===== src/rtl/patid_frame_sched_if.sv =====
// CLCT capture bundle plus shared-link handshake for the pattern-ID scheduler.
// The slave side is the scheduler. The master side is the CLCT finder together with the link arbiter.
interface patid_frame_sched_if #(
   parameter int BXN_W = 12
);
   logic             clct_strobe;
   logic             lct0_vpf;
   logic [2:0]       clct0_pid;
   logic             lct1_vpf;
   logic [2:0]       clct1_pid;
   logic [BXN_W-1:0] clct_bxn;
   logic             out_gnt;
   logic             out_req;
   logic             out_valid;
   logic [4:0]       out_pid;
   logic [BXN_W-1:0] out_bxn;

   modport master (
      output clct_strobe, lct0_vpf, clct0_pid, lct1_vpf, clct1_pid, clct_bxn, out_gnt,
      input  out_req, out_valid, out_pid, out_bxn
   );

   modport slave (
      input  clct_strobe, lct0_vpf, clct0_pid, lct1_vpf, clct1_pid, clct_bxn, out_gnt,
      output out_req, out_valid, out_pid, out_bxn
   );
endinterface


===== src/rtl/patid_frame_sched.sv =====
// Per-BX scheduler: encodes the CLCT pair into a 5-bit pattern ID and queues it with its BXN.
// The queue is drained onto the shared link through a req/gnt handshake, one word every two cycles.
module patid_frame_sched #(
   parameter int DEPTH = 8,
   parameter int BXN_W = 12
) (
   input  logic                     clock,
   input  logic                     reset_n,
   patid_frame_sched_if.slave       lnk,
   input  logic                     skip_empty,
   input  logic                     ovf_clr,
   output logic [$clog2(DEPTH):0]   fifo_count,
   output logic [7:0]               ovf_cnt
);
   localparam int AW = $clog2(DEPTH);

   typedef struct packed {
      logic [4:0]       pid;
      logic [BXN_W-1:0] bxn;
   } entry_t;

   typedef enum logic [1:0] {IDLE, REQ, XMIT} state_t;

   state_t           state_q, state_d;
   entry_t           mem_q [DEPTH];
   entry_t           mem_d [DEPTH];
   logic [AW-1:0]    wr_ptr_q, wr_ptr_d, rd_ptr_q, rd_ptr_d;
   logic [AW:0]      count_q, count_d;
   logic [7:0]       ovf_q, ovf_d;
   logic [4:0]       pid_q, pid_d;
   logic [BXN_W-1:0] bxn_q, bxn_d;

   logic [4:0] enc;
   logic       push_req, push, pop, full, drop;

   always_comb begin
      enc = 5'd31;
      unique case ({lnk.lct0_vpf, lnk.lct1_vpf})
         2'b10:   enc = {2'b00, lnk.clct0_pid};
         2'b11:   enc = ({2'b00, lnk.clct1_pid} * 5'd5) + {2'b00, lnk.clct0_pid} + 5'd5;
         2'b01:   enc = 5'd30;
         default: enc = 5'd31;
      endcase
   end

   // The head is popped in the XMIT cycle, so a push into a full queue can reuse that slot.
   assign pop      = (state_q == XMIT);
   assign full     = (count_q == (AW+1)'(DEPTH));
   assign push_req = lnk.clct_strobe && !(skip_empty && enc == 5'd31);
   assign push     = push_req && (!full || pop);
   assign drop     = push_req && full && !pop;

   always_comb begin
      mem_d    = mem_q;
      wr_ptr_d = wr_ptr_q;
      rd_ptr_d = rd_ptr_q;
      count_d  = count_q;
      if (push) begin
         mem_d[wr_ptr_q] = '{pid: enc, bxn: lnk.clct_bxn};
         wr_ptr_d        = wr_ptr_q + 1'b1;
      end
      if (pop) rd_ptr_d = rd_ptr_q + 1'b1;
      case ({push, pop})
         2'b10:   count_d = count_q + 1'b1;
         2'b01:   count_d = count_q - 1'b1;
         default: count_d = count_q;
      endcase
   end

   always_comb begin
      ovf_d = ovf_q;
      if (ovf_clr)                   ovf_d = '0;
      else if (drop && ovf_q != 8'hFF) ovf_d = ovf_q + 1'b1;
   end

   // Output word is latched on the grant so it stays stable through XMIT and holds afterwards.
   always_comb begin
      state_d = state_q;
      pid_d   = pid_q;
      bxn_d   = bxn_q;
      unique case (state_q)
         IDLE: if (count_q != '0) state_d = REQ;
         REQ: begin
            if (lnk.out_gnt) begin
               state_d = XMIT;
               pid_d   = mem_q[rd_ptr_q].pid;
               bxn_d   = mem_q[rd_ptr_q].bxn;
            end
         end
         XMIT:    state_d = (count_d != '0) ? REQ : IDLE;
         default: state_d = IDLE;
      endcase
   end

   always_ff @(posedge clock or negedge reset_n) begin
      if (!reset_n) begin
         state_q  <= IDLE;
         wr_ptr_q <= '0;
         rd_ptr_q <= '0;
         count_q  <= '0;
         ovf_q    <= '0;
         pid_q    <= '0;
         bxn_q    <= '0;
         for (int i = 0; i < DEPTH; i++) mem_q[i] <= '0;
      end else begin
         state_q  <= state_d;
         wr_ptr_q <= wr_ptr_d;
         rd_ptr_q <= rd_ptr_d;
         count_q  <= count_d;
         ovf_q    <= ovf_d;
         pid_q    <= pid_d;
         bxn_q    <= bxn_d;
         mem_q    <= mem_d;
      end
   end

   assign lnk.out_req   = (state_q == REQ);
   assign lnk.out_valid = (state_q == XMIT);
   assign lnk.out_pid   = pid_q;
   assign lnk.out_bxn   = bxn_q;
   assign fifo_count    = count_q;
   assign ovf_cnt       = ovf_q;
endmodule

===== src/flat_wrapper.sv =====
// flat-port wrapper written by rule: the top's interface ports become plain ports
module patid_frame_sched_flat 
#(
   parameter int DEPTH = 8,
   parameter int BXN_W = 12
)
  (clock, reset_n, skip_empty, ovf_clr, fifo_count, ovf_cnt, lnk_clct_strobe, lnk_lct0_vpf, lnk_clct0_pid, lnk_lct1_vpf, lnk_clct1_pid, lnk_clct_bxn, lnk_out_gnt, lnk_out_req, lnk_out_valid, lnk_out_pid, lnk_out_bxn);
  patid_frame_sched_if #(.BXN_W(BXN_W)) lnk_i ();
  input  logic clock;
  input  logic reset_n;
  input  logic skip_empty;
  input  logic ovf_clr;
  output logic [$clog2(DEPTH):0] fifo_count;
  output logic [7:0] ovf_cnt;
  input wire logic [$bits(lnk_i.clct_strobe)-1:0] lnk_clct_strobe;
  input wire logic [$bits(lnk_i.lct0_vpf)-1:0] lnk_lct0_vpf;
  input wire logic [$bits(lnk_i.clct0_pid)-1:0] lnk_clct0_pid;
  input wire logic [$bits(lnk_i.lct1_vpf)-1:0] lnk_lct1_vpf;
  input wire logic [$bits(lnk_i.clct1_pid)-1:0] lnk_clct1_pid;
  input wire logic [$bits(lnk_i.clct_bxn)-1:0] lnk_clct_bxn;
  input wire logic [$bits(lnk_i.out_gnt)-1:0] lnk_out_gnt;
  output wire logic [$bits(lnk_i.out_req)-1:0] lnk_out_req;
  output wire logic [$bits(lnk_i.out_valid)-1:0] lnk_out_valid;
  output wire logic [$bits(lnk_i.out_pid)-1:0] lnk_out_pid;
  output wire logic [$bits(lnk_i.out_bxn)-1:0] lnk_out_bxn;
  assign lnk_i.clct_strobe = lnk_clct_strobe;
  assign lnk_i.lct0_vpf = lnk_lct0_vpf;
  assign lnk_i.clct0_pid = lnk_clct0_pid;
  assign lnk_i.lct1_vpf = lnk_lct1_vpf;
  assign lnk_i.clct1_pid = lnk_clct1_pid;
  assign lnk_i.clct_bxn = lnk_clct_bxn;
  assign lnk_i.out_gnt = lnk_out_gnt;
  assign lnk_out_req = lnk_i.out_req;
  assign lnk_out_valid = lnk_i.out_valid;
  assign lnk_out_pid = lnk_i.out_pid;
  assign lnk_out_bxn = lnk_i.out_bxn;
  patid_frame_sched #(.DEPTH(DEPTH), .BXN_W(BXN_W)) u_core (.clock(clock), .reset_n(reset_n), .lnk(lnk_i), .skip_empty(skip_empty), .ovf_clr(ovf_clr), .fifo_count(fifo_count), .ovf_cnt(ovf_cnt));
endmodule

===== config.mk =====
export PLATFORM = sky130hd
export DESIGN_NAME = patid_frame_sched_flat
export DESIGN_NICKNAME = d
export VERILOG_FILES = /design/src/rtl/patid_frame_sched_if.sv /design/src/rtl/patid_frame_sched.sv /design/src/flat_wrapper.sv
export SDC_FILE = /design/constraint.sdc
export NUM_CORES = 1
export LEC_CHECK = 0
export ABC_AREA = 1
export BUFFER_PORTS_ARGS = -buffer_cell sky130_fd_sc_hd__buf_2
export CAP_MARGIN = 20
export CELL_PAD_IN_SITES_DETAIL_PLACEMENT = 0
export CELL_PAD_IN_SITES_GLOBAL_PLACEMENT = 1
export CORE_MARGIN = 3
export CORE_UTILIZATION = 45
export DETAILED_ROUTE_END_ITERATION = 10
export HOLD_SLACK_MARGIN = 0.12
export PLACE_DENSITY_LB_ADDON = 0.3
export SLEW_MARGIN = 20
export SYNTH_ARGS = -nofsm -noshare
export SYNTH_HDL_FRONTEND = slang
export SYNTH_SLANG_ARGS = --single-unit

===== constraint.sdc =====
create_clock -name clock -period 3.2 [get_ports clock]
set_input_delay 0.48 -clock clock [delete_from_list [all_inputs] [get_ports clock]]
set_output_delay 0.48 -clock clock [all_outputs]
set_load 0.01 [all_outputs]

After elaboration in Yosys (flattened, before gate mapping). Index checks and enable logic that the tools add are counted.

Add/sub/neg operators: 7. Multiply operators: 1. Magnitude comparators: 3. Equality and inequality tests: 12. Muxes and demuxes: 14. Bitwise operators: 2. Reductions and logical operators: 17.

Operators with widths (count): $bwmux W136 (1); $bmux W17 S3 (1); $demux W17 S3 (1); $mux W17 (3); $mux W8 (2); $pmux W5 S3 (1); $add A8 B1 Y8 const B (1); $eq A2 B2 Y1 const B (4); $ge A4 B4 Y1 const B (2); $ne A8 B8 Y1 const B (1); $not A3 Y4 (2); $pmux W4 S2 (1); $reduce_bool A4 Y1 (2); $logic_and A1 B1 Y1 (7); $add A3 B1 Y3 const B (2); $eq A2 B1 Y1 const B (3); $pmux W2 S3 (1); $add A5 B3 Y5 (1); $add A5 B3 Y5 const B (1); $eq A5 B5 Y1 const B (1); $mul A3 B3 Y5 const B (1); $add A4 B1 Y4 const B (1); $eq A4 B4 Y1 const B (1); $lt A4 B1 Y1 const B (1); other kinds (10) (14).

Register bits: 173. Bits of input ports: 26. Output and inout port bits: 31.

Longest topological paths before layout.
Word-level depth: 14. Mapped depth: 24. Mapped depth without buffers: 23.

Worst setup path before layout. Ideal clock, no wire load.

Path kind: input port to flip-flop. From: input lnk_clct1_pid[0]. To: register u_core.state_q[0]. Data arrival time: 3.914 ns. Required time: 3.083 ns. Setup slack: -0.831 ns. Stages on the path: 20. Buffers on the path: 1. Cells stage by stage: inv_1 > ha_1 > fa_1 > fa_1 > nand3b_1 > o21ai_1 > nor2_1 > nand2_1 > nor2_4 > a21oi_4 > buf_6 > nand2_1 > ha_1 > inv_1 > fa_1 > o21ai_0 > nor4_1 > nand3_1 > nand3_1 > nand2_1.

Longest elaborated chain between the ends: 14. Elaborated cells on any way between the ends: 15. Classes of those cells: 2 x add/sub; 1 x mul; 3 x eq/ne; 4 x mux; 5 x reduce/logical.

Ends and longest elaborated chain: from (decl) (line flat_wrapper.sv:19) `input wire logic [$bits(lnk_i.clct1_pid)-1:0] lnk_clct1_pid;`; $mul A3 B3 Y5 * (line patid_frame_sched.sv:40) `2'b11: enc = ({2'b00, lnk.clct1_pid} * 5'd5) + {2'b00, lnk.clct0_pid} + 5'd5;`; $add A5 B3 Y5 * (2 in series) (line patid_frame_sched.sv:40); $pmux W5 S3 * (line patid_frame_sched.sv:38) `unique case ({lnk.lct0_vpf, lnk.lct1_vpf})`; $eq A5 B5 Y1 * (line patid_frame_sched.sv:49) `assign push_req = lnk.clct_strobe && !(skip_empty && enc == 5'd31);`; $logic_and A1 B1 Y1 * (line patid_frame_sched.sv:49); $logic_not A1 Y1 * (line patid_frame_sched.sv:49); $logic_and A1 B1 Y1 * (line patid_frame_sched.sv:49); $logic_and A1 B1 Y1 * (line patid_frame_sched.sv:50) `assign push = push_req && (!full || pop);`; $eq A2 B1 Y1 or $eq A2 B2 Y1 (tied branches) (line patid_frame_sched.sv:63) `case ({push, pop})`; $pmux W4 S2 * (line patid_frame_sched.sv:63); net u_core.count_d[1] (line patid_frame_sched.sv:28) `logic [AW:0] count_q, count_d;`; $reduce_bool A4 Y1 * (line patid_frame_sched.sv:90) `XMIT: state_d = (count_d != '0) ? REQ : IDLE;`; $mux W1 * (line patid_frame_sched.sv:90); $pmux W2 S3 * (line patid_frame_sched.sv:81) `unique case (state_q)`; to (signal assigned) (line patid_frame_sched.sv:106) `state_q <= state_d;`; to (decl) (line patid_frame_sched.sv:24) `state_t state_q, state_d;`.

Mark *: on every way through the listed nets, which the timed path passes. The rest lies on a longest branch. A chain may end at the register's enable or synchronous reset.

Worst setup path in the final report. Same ends and word-level chain as after synthesis.

==> impl_metrics.json <==
{
  "synth_fa_ha_area_share_pct": 2.73,
  "synthesis.area_sq_um": 9070,
  "critPathMaxStageDelay_ns": 0.53,
  "grt_antenna_before_repair": 0,
  "cp_max_fo": 4,
  "place.gp.congestion": 0.788,
  "crit_type": "in -> reg",
  "status": "finished with violations",
  "die_area_sq_um": 21900,
  "fmax_mhz": 292,
  "rsz0062_at_grt": "true",
  "clkPwrFrac_pct": 20.3,
  "switching_share_pct": 42.0,
  "synth.largest_area_cell": "dfrtp_1",
  "drive_gt1_share_pct": 17.3,
  "wl_per_cell_um": 19.3,
  "core_area_sq_um": 19700,
  "path_common_cell": "ha_4",
  "cts.sinks": 173,
  "hp-class": "in -> reg",
  "drt-pass1-iter-count": 5,
  "p_per_area_nw_per_um2": 948,
  "cts.clk_slew.worst_paths_ns": 0.06,
  "setup_ws_ns": -0.230,
  "cts.path.max_buffers": 2,
  "wl_um": 27500,
  "synthXorXnorAreaFrac_pct": 1.06,
  "grt_pass1_wl_um": 44100,
  "p_int_mw": 5.82,
  "tightest_slew_ns": 0.882,
  "clk_latency_ns": 0.43,
  "synth_common_cells": "nand2_1 (330), dfrtp_1 (173), nand4_1 (138)",
  "port_buffers": 56,
  "synth_compound_area_share_pct": 9.29,
  "finalHoldViolCount": 0,
  "cts_tree": "built",
  "max-slew-margin-rel_pct": 41.1,
  "crit_buf_inv": 3,
  "fin_skew_ns": 0.0102,
  "setup_viol": 2,
  "ios": 57,
  "htreeDepth": 4,
  "cts-root-buf": "clkbuf_16",
  "crit_path_top_delay_cell": "fa_1",
  "utilization_pct": 53.9,
  "syn-num-nets": 1133,
  "drv_slew": 0,
  "ys_ff_latch": 173,
  "fin_nets": 1192,
  "worst_ep_required_time_ns": 3.52,
  "synth_edf_count": 0,
  "synth_most_common_cell": "nand2_1",
  "failed_checks": "setup timing",
  "dp_hpwl_um": 15800,
  "via_count": 8259,
  "viasPerCell": 5.80,
  "crit_path_end_kind": "register",
  "setup_tns_ns": -0.316,
  "cp_data_arrival_time_ns": 3.75,
  "numCtsBuffers": 17,
  "yosysUniqueCellTypes": 37,
  "start_util_pct": 46.1,
  "insertedDiodeCount": 0,
  "p_comb_share_pct": 42.8,
  "grt_max_degree": 149,
  "fillerInstances": 1909,
  "synth_top_family_by_area": "simple AND/OR/NAND/NOR gates",
  "grt_pass1_vias": 7945,
  "layout_min_cycle_time_ns": 3.43,
  "synthFlopType": "dfrtp_1",
  "ys_seq_area_share_pct": 47.7,
  "p_sw_mw": 4.21,
  "synth_top_area_share_pct": 47.7,
  "synth_area_leaders": "dfrtp_1 (48%), nand2_1 (14%), nand4_1 (9.5%)",
  "grtUsageTotal_pct": 25.5,
  "grt-ovfl-total": 0,
  "setup.worst_path.start_class": "primary input",
  "path_cells": "buf_8, inv_8, ha_4, fa_1, fa_1, nand3b_1, o21ai_2, nor2_1, nand2_1, nor2_4, a21oi_4, nand2_4, ha_4, buf_4, ha_4, xor2_1, o21ai_1, nor4_1, nand3_1, nand3_1, nand2_1",
  "die_w_um": 148,
  "drt_iter0_drc": 862,
  "vdd_drop_max_uv": 441,
  "syn_area_per_cell_sq_um": 8.33,
  "syn_to_final_growth_pct": 16.8,
  "synth-async-reset-ratio_pct": 100,
  "leakagePower_nw": 5.21,
  "ant_nets": 0,
  "die_h_um": 148,
  "drc_errors": 0,
  "fin_crit_sh_pct": 107,
  "num_rows": 51,
  "yosys_warnings": 0,
  "yosys.area_share.simple_pct": 31.4,
  "r2r_slack_ns": 0.67,
  "seqPwrFrac_pct": 37.0,
  "drv_cap": 0,
  "synth_mux_area_share_pct": 0,
  "path_delay_family": "adder cells",
  "synthCells": 1089
}
-- worst paths after layout --
kind / from / end / cells past startpoint
worst max-delay path: lnk_clct1_pid[0] / u_core.state_q[0]$_DFFE_PN0P_ / 21
worst min-delay path: lnk_out_gnt / u_core.state_q[0]$_DFFE_PN0P_ / 4
worst max register to register: u_core.state_q[1]$_DFFE_PN0P_ / u_core.ovf_cnt[7]$_DFFE_PN0P_ / 10
worst min register to register: u_core.mem_q[49]$_DFFE_PN0P_ / u_core.mem_q[49]$_DFFE_PN0P_ / 2
max in group asynchronous: reset_n / u_core.mem_q[47]$_DFFE_PN0P_ / 3
min in group asynchronous: reset_n / u_core.state_q[0]$_DFFE_PN0P_ / 2
-- logic make-up (layout without fill, tap and decap cells) --
group	count (synthesis)	count (layout)
compound gates	139	139
buf+inv	141	212
simple gates	607	607
xor+xnor	11	11
flops	173	173
fa+ha+maj	18	18
-- layout by cell type (no fill, tap or decap), types with 7 or more instances in the layout --
cell type and instances:
nand4_1 138, buf_12 10, o221ai_1 24, nand2_1 326, inv_1 43, xor2_1 10
buf_4 61, clkbuf_16 17, o22ai_1 10, nand3_1 27, dfrtp_1 172, ha_1 8
clkinvlp_4 7, o211ai_1 10, buf_2 53, nor2_1 92, o21ai_0 86, nand4_4 8
-- layer usage --
| layer | share of wire (%) | wire length, um | track usage (%) |
|---|---|---|---|
| met1 | 45 | 12400 | 37.2 |
| met2 | 46 | 12600 | 38.3 |
| met3 | 7.3 | 2010 | 6.19 |
| met4 | 1.7 | 469 | 7.11 |
| met5 | 0 | 0 | 0 |
-- worst reg2reg max path: stages (launching register included) --
cell,delay [ns]
dfrtp_1,0.38
inv_1,0.09
nor2_2,0.36
nor2_1,0.14
nand3_4,0.12
buf_12,0.49
a31oi_1,0.30
nand3_2,0.25
nand2_2,0.15
nand2_1,0.10
nand2_1,0.05
-- state kept, by name (all words and copies together) (netlist names) --
| signal | count |
|---|---|
| u_core.mem_q | 136 |
| u_core.fifo_count | 4 |
| u_core.lnk.out_bxn | 12 |
| u_core.state_q | 2 |
| u_core.rd_ptr_q | 3 |
| u_core.ovf_cnt | 8 |
| u_core.wr_ptr_q | 3 |
| u_core.lnk.out_pid | 5 |
-- power groups by stage --
stage          Combinational (mW)  Sequential (mW)  Clock [mW]
6_report                     4.29             3.71        2.03
5_1_grt                      4.80             3.83        2.15
4_1_cts                      4.21             3.69        2.06
3_3_place_gp                 4.10             3.69           0
3_5_place_dp                 4.14             3.72           0
2_1_floorplan                2.73             3.65           0
-- area by class of cell --
| type | instances | area [sq um] | share of cell area (%) |
|---|---|---|---|
| Sequential cell | 173 | 4330 | 40.9 |
| Multi-Input combinational cell | 775 | 4160 | 39.3 |
| Timing Repair Buffer | 130 | 996 | 9.41 |
| Clock buffer | 20 | 457 | 4.31 |
| Tap cell | 265 | 332 | 3.13 |
| Inverter | 51 | 203 | 1.91 |
| Clock inverter | 11 | 113 | 1.06 |
-- what timing repair did --
item,in CTS,in global routing
hold endpoints to repair,58,0
setup endpoints to repair,90,96
resized for setup,10,10
setup buffers,13,5
hold buffers,1,0
pin swaps,15,5
-- stage by stage --
step                hold slack (ns)  std cells  setup slack [ns]  area [sq um]  power, mW
finish                        0.319       1425            -0.230         10600       10.0
global route                  0.335       1425            -0.372         10600       10.8
CTS                           0.310       1422            -0.164         10500       9.97
detailed placement            0.461       1378            -0.729          9800       7.86
global placement              0.457       1378            -0.722          9800       7.79
floorplan                     0.184       1089            -0.594          9130       6.38
(Power assumes the default switching activity.)
